===== config.mk =====
export PLATFORM = sky130hd
export DESIGN_NAME = pc_sequencer
export DESIGN_NICKNAME = d
export VERILOG_FILES = /design/src/rtl/pc_sequencer_pkg.sv /design/src/rtl/pc_redirect_buffer.sv /design/src/rtl/pc_sequencer.sv
export SDC_FILE = /design/constraint.sdc
export NUM_CORES = 1
export LEC_CHECK = 0
export BUFFER_PORTS_ARGS = -buffer_cell sky130_fd_sc_hd__buf_2
export CAP_MARGIN = 0
export CORE_AREA = 2 2 79 81
export CTS_CLUSTER_SIZE = 16
export DETAILED_ROUTE_END_ITERATION = 10
export DIE_AREA = 0 0 81 83
export PLACE_DENSITY_LB_ADDON = 0.25
export SLEW_MARGIN = 10
export SYNTH_ARGS = -nofsm -noshare
export SYNTH_HDL_FRONTEND = slang
export SYNTH_SLANG_ARGS = --single-unit

===== constraint.sdc =====
create_clock -name clock -period 1.5 [get_ports clock]
set_input_delay 0.075 -clock clock [delete_from_list [all_inputs] [get_ports clock]]
set_output_delay 0.075 -clock clock [all_outputs]
set_load 0.01 [all_outputs]

===== src/rtl/pc_sequencer_pkg.sv =====
// Shared encodings for the PC sequencer: PC path-select codes and FSM states.
package pc_sequencer_pkg;

    typedef enum logic [1:0] {
        PS_HOLD = 2'b00,
        PS_INC  = 2'b01,
        PS_LOAD = 2'b10,
        PS_REL  = 2'b11
    } ps_e;

    typedef enum logic [1:0] {
        RST_WAIT = 2'b00,
        REQ      = 2'b01,
        STALL    = 2'b10,
        ERR      = 2'b11
    } state_e;

    // Absolute redirects load the target; relative ones let the PC add (offset << 2).
    function automatic ps_e redirect_ps(input logic is_abs);
        return is_abs ? PS_LOAD : PS_REL;
    endfunction

endpackage


===== src/rtl/pc_redirect_buffer.sv =====
// One-entry holding register for a branch/jump redirect accepted from decode.
module pc_redirect_buffer
    import pc_sequencer_pkg::*;
(
    input  logic        clock,
    input  logic        reset,
    input  logic        enable,
    input  logic        capture,
    input  logic        clear,
    input  logic        abs_in,
    input  logic [31:0] target_in,
    output logic        valid,
    output logic        abs,
    output logic [31:0] target,
    output logic        br_ready
);

    always_ff @(posedge clock or negedge reset) begin
        if (!reset) begin
            valid  <= 1'b0;
            abs    <= 1'b0;
            target <= '0;
        end else if (clear) begin
            valid <= 1'b0;
        end else if (capture) begin
            valid  <= 1'b1;
            abs    <= abs_in;
            target <= target_in;
        end
    end

    assign br_ready = enable && !valid;

endmodule


===== src/rtl/pc_sequencer.sv =====
// Per-cycle PC controller: fetch handshake, redirect buffering/flush and fetch watchdog.
module pc_sequencer
    import pc_sequencer_pkg::*;
#(
    parameter int unsigned TIMEOUT_CYCLES = 255,
    parameter int unsigned CNT_W          = 8
) (
    input  logic        clock,
    input  logic        reset,
    output logic        imem_req,
    input  logic        imem_ack,
    input  logic        stall,
    input  logic        br_valid,
    input  logic        br_abs,
    input  logic [31:0] br_target,
    output logic        br_ready,
    output logic [1:0]  PS,
    output logic [31:0] pc_in,
    output logic        fetch_valid,
    output logic        flush,
    output logic        err_timeout
);

    localparam logic [CNT_W-1:0] WD_LAST = CNT_W'(TIMEOUT_CYCLES - 1);
    localparam logic [CNT_W-1:0] WD_MAX  = CNT_W'(TIMEOUT_CYCLES);

    state_e           state_q, state_d;
    logic [CNT_W-1:0] wd_q, wd_d;
    logic             err_q, err_d;
    ps_e              ps;
    logic             buf_valid, buf_abs, buf_clear, buf_capture, bypass;
    logic [31:0]      buf_target;

    pc_redirect_buffer u_redirect_buffer (
        .clock     (clock),
        .reset     (reset),
        .enable    (state_q != ERR),
        .capture   (buf_capture),
        .clear     (buf_clear),
        .abs_in    (br_abs),
        .target_in (br_target),
        .valid     (buf_valid),
        .abs       (buf_abs),
        .target    (buf_target),
        .br_ready  (br_ready)
    );

    // A redirect taken straight from decode on an ack cycle is never also captured.
    assign buf_capture = br_valid && br_ready && !bypass;

    always_ff @(posedge clock or negedge reset) begin
        if (!reset) begin
            state_q <= RST_WAIT;
            wd_q    <= '0;
            err_q   <= 1'b0;
        end else begin
            state_q <= state_d;
            wd_q    <= wd_d;
            err_q   <= err_d;
        end
    end

    always_comb begin
        state_d     = state_q;
        wd_d        = '0;
        err_d       = err_q;
        imem_req    = 1'b0;
        ps          = PS_HOLD;
        pc_in       = '0;
        fetch_valid = 1'b0;
        flush       = 1'b0;
        buf_clear   = 1'b0;
        bypass      = 1'b0;
        unique case (state_q)
            RST_WAIT: state_d = REQ;
            REQ: begin
                imem_req = 1'b1;
                if (!imem_ack) begin
                    if (wd_q >= WD_LAST) begin
                        wd_d    = WD_MAX;
                        err_d   = 1'b1;
                        state_d = ERR;
                    end else begin
                        wd_d = wd_q + 1'b1;
                    end
                end else if (buf_valid) begin
                    flush     = 1'b1;
                    ps        = redirect_ps(buf_abs);
                    pc_in     = buf_target;
                    buf_clear = 1'b1;
                end else if (br_valid) begin
                    flush  = 1'b1;
                    ps     = redirect_ps(br_abs);
                    pc_in  = br_target;
                    bypass = 1'b1;
                end else begin
                    fetch_valid = 1'b1;
                    if (!stall) ps = PS_INC;
                    else        state_d = STALL;
                end
            end
            STALL: begin
                if (buf_valid) begin
                    flush     = 1'b1;
                    ps        = redirect_ps(buf_abs);
                    pc_in     = buf_target;
                    buf_clear = 1'b1;
                end
                if (!stall) state_d = REQ;
            end
            ERR: ;
            default: state_d = RST_WAIT;
        endcase
    end

    assign PS          = ps;
    assign err_timeout = err_q;

endmodule


==> results.txt <==
The flow ran to the end, but the final reports show violations. The checks that failed: setup timing. The worst slew margin relative to its limit came out at between 60% and 70%. The XOR/XNOR share of the synthesized area came out at less than 1%.

The leftover overflow at the end of global routing is 0. The final layout contains routed wiring with a total length of ~6300 um. The sequential cell fraction of total power is between 20% and 30%. The leakage power is between 1.5 and 2 nW. The data arrival time of the critical path is just under 2 ns. At the later pin of the worst-skew pair, clock insertion delay measures 0.30 ns. The via count of the first global-routing pass is 1869.

The floorplan has 28 rows. Among all flip-flop cells after synthesis, the most frequent one is sky130_fd_sc_hd__dfrtp_1. After detailed placement, the design holds a cell count of 336. STA classifies the critical path endpoint as an output port.

Of the total synthesized cell area, the portion taken by full adders, half adders and majority gates is between 3 and 4%. The largest individual stage delay along the critical path comes from the cell sky130_fd_sc_hd__dfrtp_2. Once the floorplan was initialized, standard cells occupied 39.6% of the core. The critical path is of the reg -> out type.

The width of the chip came out at just over 80 um. The area of the die is 0.00672 sq mm. After the last flow step, the layout net total stands at between 300 and 400. The final count of pins violating max slew came out at 0. The buffer depth of the longest clock path is 2. The share of synthesized area in the top cell type comes to around half. Together, buffers and inverters on the worst path number 5. Net switching is a little over a third of the power. By area the synthesized netlist is led by sky130_fd_sc_hd__dfrtp_1, sky130_fd_sc_hd__mux2_2, sky130_fd_sc_hd__a22o_1. The net load switching power came out at around 2.5 mW. The number of levels the H-tree was split into came out at 2. Dividing the detail-routed via count by the number of cells gives between 5 and 6. For this block, the initial DRC count from the detailed router was about 70. The global-route wire length before repair is approximately 9300 um. The number of routed nets with antenna violations came out at 0.

CTS saw 45 sinks. Of the post-synthesis cell area, the part taken by muxes is 17.1%. In this run the cell area of the synthesized design comes to 0.00230 sq mm. Summing the sequential cell areas from Yosys gives 48.9% of the chip area. The fraction of layout instances using a drive strength above 1 is between 60% and 70%.

The number of antenna repair diodes is 0. The initial antenna violation count came to 0. The top-level I/O count came out at between 70 and 80. TritonCTS built the clock tree. In this run the mean area of a mapped cell was 12.6 sq um. Port buffering added 76 buffers.

The internal portion of total power is around 4.7 mW. The final weighted congestion in routability-driven placement came out at between 0.7 and 0.8. In the global route stage, overall resource usage came out at a little under a fifth. In this run, synthesis produced a sequential element count of between 40 and 50.

The detailed-route via count came out at 1929. The area fraction in and, or, nand and nor cells after synthesis is under 10%. The cell count after synthesis came out at 182. In the final routed layout, each cell accounts on average for 17.0 um. For met1 alone, demand over resource in global routing was a little under a quarter. The number of setup violations in the final report came out at 73. The synthesized design spends more area on one cell type than any other, namely sky130_fd_sc_hd__dfrtp_1.

Counting every net in the synthesized netlist gives ~230. The clock-pin slew reported for the worst setup and hold paths after clock tree synthesis came out at roughly 0.080 ns. Along the worst path, the maximum fanout reaches 8. Summed over all failing endpoints, the final setup total negative slack is -30.54 ns. The worst supply voltage drop on vdd came out at 0.000912 V.

The number of cells in the finished layout apart from fillers is roughly 370. For this run, global-route usage on met2 was measured as a little under a third. The time the final worst path needs with I/O delays and setup is between 2 and 2.5 ns. The top achievable clock speed came out at between 400 and 500 MHz. The share of total power in combinational logic came out at around three fifths. The area fraction in compound gates after synthesis came out at ~18%. Entering global routing, the biggest net connects 46 pins. Across the routed clock network, the largest skew measured is a little under 0.008 ns.

For the pin with the worst max-slew slack, the measured transition is roughly 0.47 ns. The met3 demand-to-capacity share in global routing is 3.04%. Setup repair after global routing could not meet its margin everywhere. The worst setup path is launched from a flop. The growth of design area from synthesis to finish is 52.0%. The total count of hold-check failures in the final report came out at 0. Power spread over the standard cell area amounts to roughly 2000 mW/mm^2.

For this run, the detailed router's first-pass iteration total came to 4. Counting instances in the post-synthesis netlist gives the leading cell types as sky130_fd_sc_hd__dfrtp_1, sky130_fd_sc_hd__mux2_2, sky130_fd_sc_hd__a22o_1. The clock network accounts for around an eighth of the total power.

During synthesis, Yosys emitted a total of 0 warnings. In the routed design, unresolved DRC markers number 0. The number of max-cap violations is 0. The total area inside the core boundary comes to 0.00582 sq mm. The number of different library cells used by synthesis comes to 40.

Final hold analysis gives a worst-case slack of approximately 0.022 ns. The critical path's top delay family is buffers and inverters. In this run the vertical extent of the chip is about 83 um. The cell sitting at the root of the clock tree is a sky130_fd_sc_hd__clkbuf_8.

The delay of the slowest cell on the worst path came out at 0.45 ns. The library cell with the highest instance count after synthesis is sky130_fd_sc_hd__dfrtp_1. The final period utilization is 138%. By area, the combinational part of the netlist is dominated by compound AO/OA/AOI/OAI gates. The detailed placer's ending HPWL came out at approximately 3500 um. By instance count, the cell type seen most on the critical path is sky130_fd_sc_hd__buf_6. Across all setup checks in the final design, the least slack found is -0.567 ns. The async set or reset register ratio after synthesis is between 90% and 100%.

The clock buffer count from CTS is 5. In this run the worst hold path is classified as in -> reg. The required time at the worst-slack endpoint is about 1.4 ns. The number of enable-type register cells in the synthesized netlist came out at 0. Walking the worst path, the cells encountered are inv_2 > ha_4 > buf_6 > nand2_4 > nor4b_4 > buf_6 > buf_12 > a22o_1 > buf_2. In this run the most used layer during global routing was met2.
cells by family (layout without fill, tap and decap cells):
group,after synthesis,after routing
compound gates,53,53
flops,45,45
mux,35,35
simple gates,25,26
buf+inv,16,129
fa+ha+maj,6,6
xor+xnor,2,2
layout make-up:
class / instances / area [sq um]
fill: 476 / 2320
multi-input combinational: 122 / 1240
sequential: 45 / 1130
timing repair buffer: 117 / 915
tap: 75 / 93.8
clock buffer: 6 / 72.6
clock inverter: 2 / 38.8
inverter: 4 / 15.0
layout by cell type (no fill, tap or decap), types with 3 or more instances in the layout:
| master | instances |
|---|---|
| sky130_fd_sc_hd__buf_2 | 73 |
| sky130_fd_sc_hd__mux2_2 | 30 |
| sky130_fd_sc_hd__nor2_1 | 3 |
| sky130_fd_sc_hd__a21oi_1 | 7 |
| sky130_fd_sc_hd__a22o_1 | 32 |
| sky130_fd_sc_hd__dfrtp_1 | 43 |
| sky130_fd_sc_hd__ha_4 | 4 |
| sky130_fd_sc_hd__buf_12 | 7 |
| sky130_fd_sc_hd__mux2_4 | 4 |
| sky130_fd_sc_hd__clkbuf_8 | 5 |
| sky130_fd_sc_hd__buf_6 | 15 |
| sky130_fd_sc_hd__buf_4 | 16 |
| sky130_fd_sc_hd__nand3_1 | 3 |
| sky130_fd_sc_hd__nand2_1 | 3 |
repair_timing:
| action | CTS | global route |
|---|---|---|
| pin swaps | 11 | 10 |
| cloned | 6 | 1 |
| buffers inserted | 17 | 7 |
| resized for setup | 31 | 15 |
| hold buffers | 1 | 0 |
| setup endpoints to repair | 69 | 73 |
| hold endpoints to repair | 45 | 0 |
power by group through the flow:
stage / logic (mW) / registers [mW] / clock network [mW]
after global placement: 2.83 / 2.03 / 0
final: 4.23 / 2.04 / 0.902
after CTS: 4.01 / 2.03 / 0.926
after global routing: 4.51 / 2.11 / 0.989
after floorplan: 2.00 / 1.99 / 0
after detailed placement: 2.88 / 2.05 / 0
worst register-to-register path, stage by stage (launching register included):
cell and delay (ns):
sky130_fd_sc_hd__dfrtp_2 0.42, sky130_fd_sc_hd__buf_6 0.13, sky130_fd_sc_hd__buf_6 0.11, sky130_fd_sc_hd__buf_6 0.12, sky130_fd_sc_hd__ha_4 0.16, sky130_fd_sc_hd__nor2_4 0.15, sky130_fd_sc_hd__nand3_4 0.14, sky130_fd_sc_hd__buf_12 0.16
sky130_fd_sc_hd__buf_12 0.13, sky130_fd_sc_hd__mux2_4 0.30
state kept, by name, summed over array words and instances (netlist names):
signal / count
u_redirect_buffer.valid: 1
state_q: 2
err_timeout: 1
u_redirect_buffer.abs: 1
wd_q: 8
u_redirect_buffer.target: 32
layer usage:
metal,routed length [um],vias to the layer above
met4,66,0
li1,-,926
met2,3250,49
met5,0,-
met3,307,8
met1,2670,946
final timing paths:
| check | start | end | slack [ns] | cells after the start |
|---|---|---|---|---|
| max | state_q[1] | pc_in[8] | -0.57 | 9 |
| min | br_target[4] | u_redirect_buffer.target[4] | 0.02 | 2 |
| max reg2reg | state_q[0] | u_redirect_buffer.target[0] | -0.41 | 9 |
| min reg2reg | err_timeout | err_timeout | 0.49 | 1 |
| max in group asynchronous | reset | state_q[0] | 0.98 | 3 |
| min in group asynchronous | reset | u_redirect_buffer.target[17] | 0.29 | 3 |
metrics by stage:
step | utilization [%] | area, sq um | power [mW] | worst slack, ns
after global placement | 49.7 | 2890 | 4.86 | -0.749
after floorplan | - | 2350 | 3.99 | -0.0922
final | 60.2 | 3500 | 7.17 | -0.567
after global routing | 60.2 | 3500 | 7.61 | -0.645
after CTS | 59.2 | 3440 | 6.96 | -0.590
after detailed placement | 49.7 | 2890 | 4.93 | -0.784
Power figures use the tool's default switching activity.
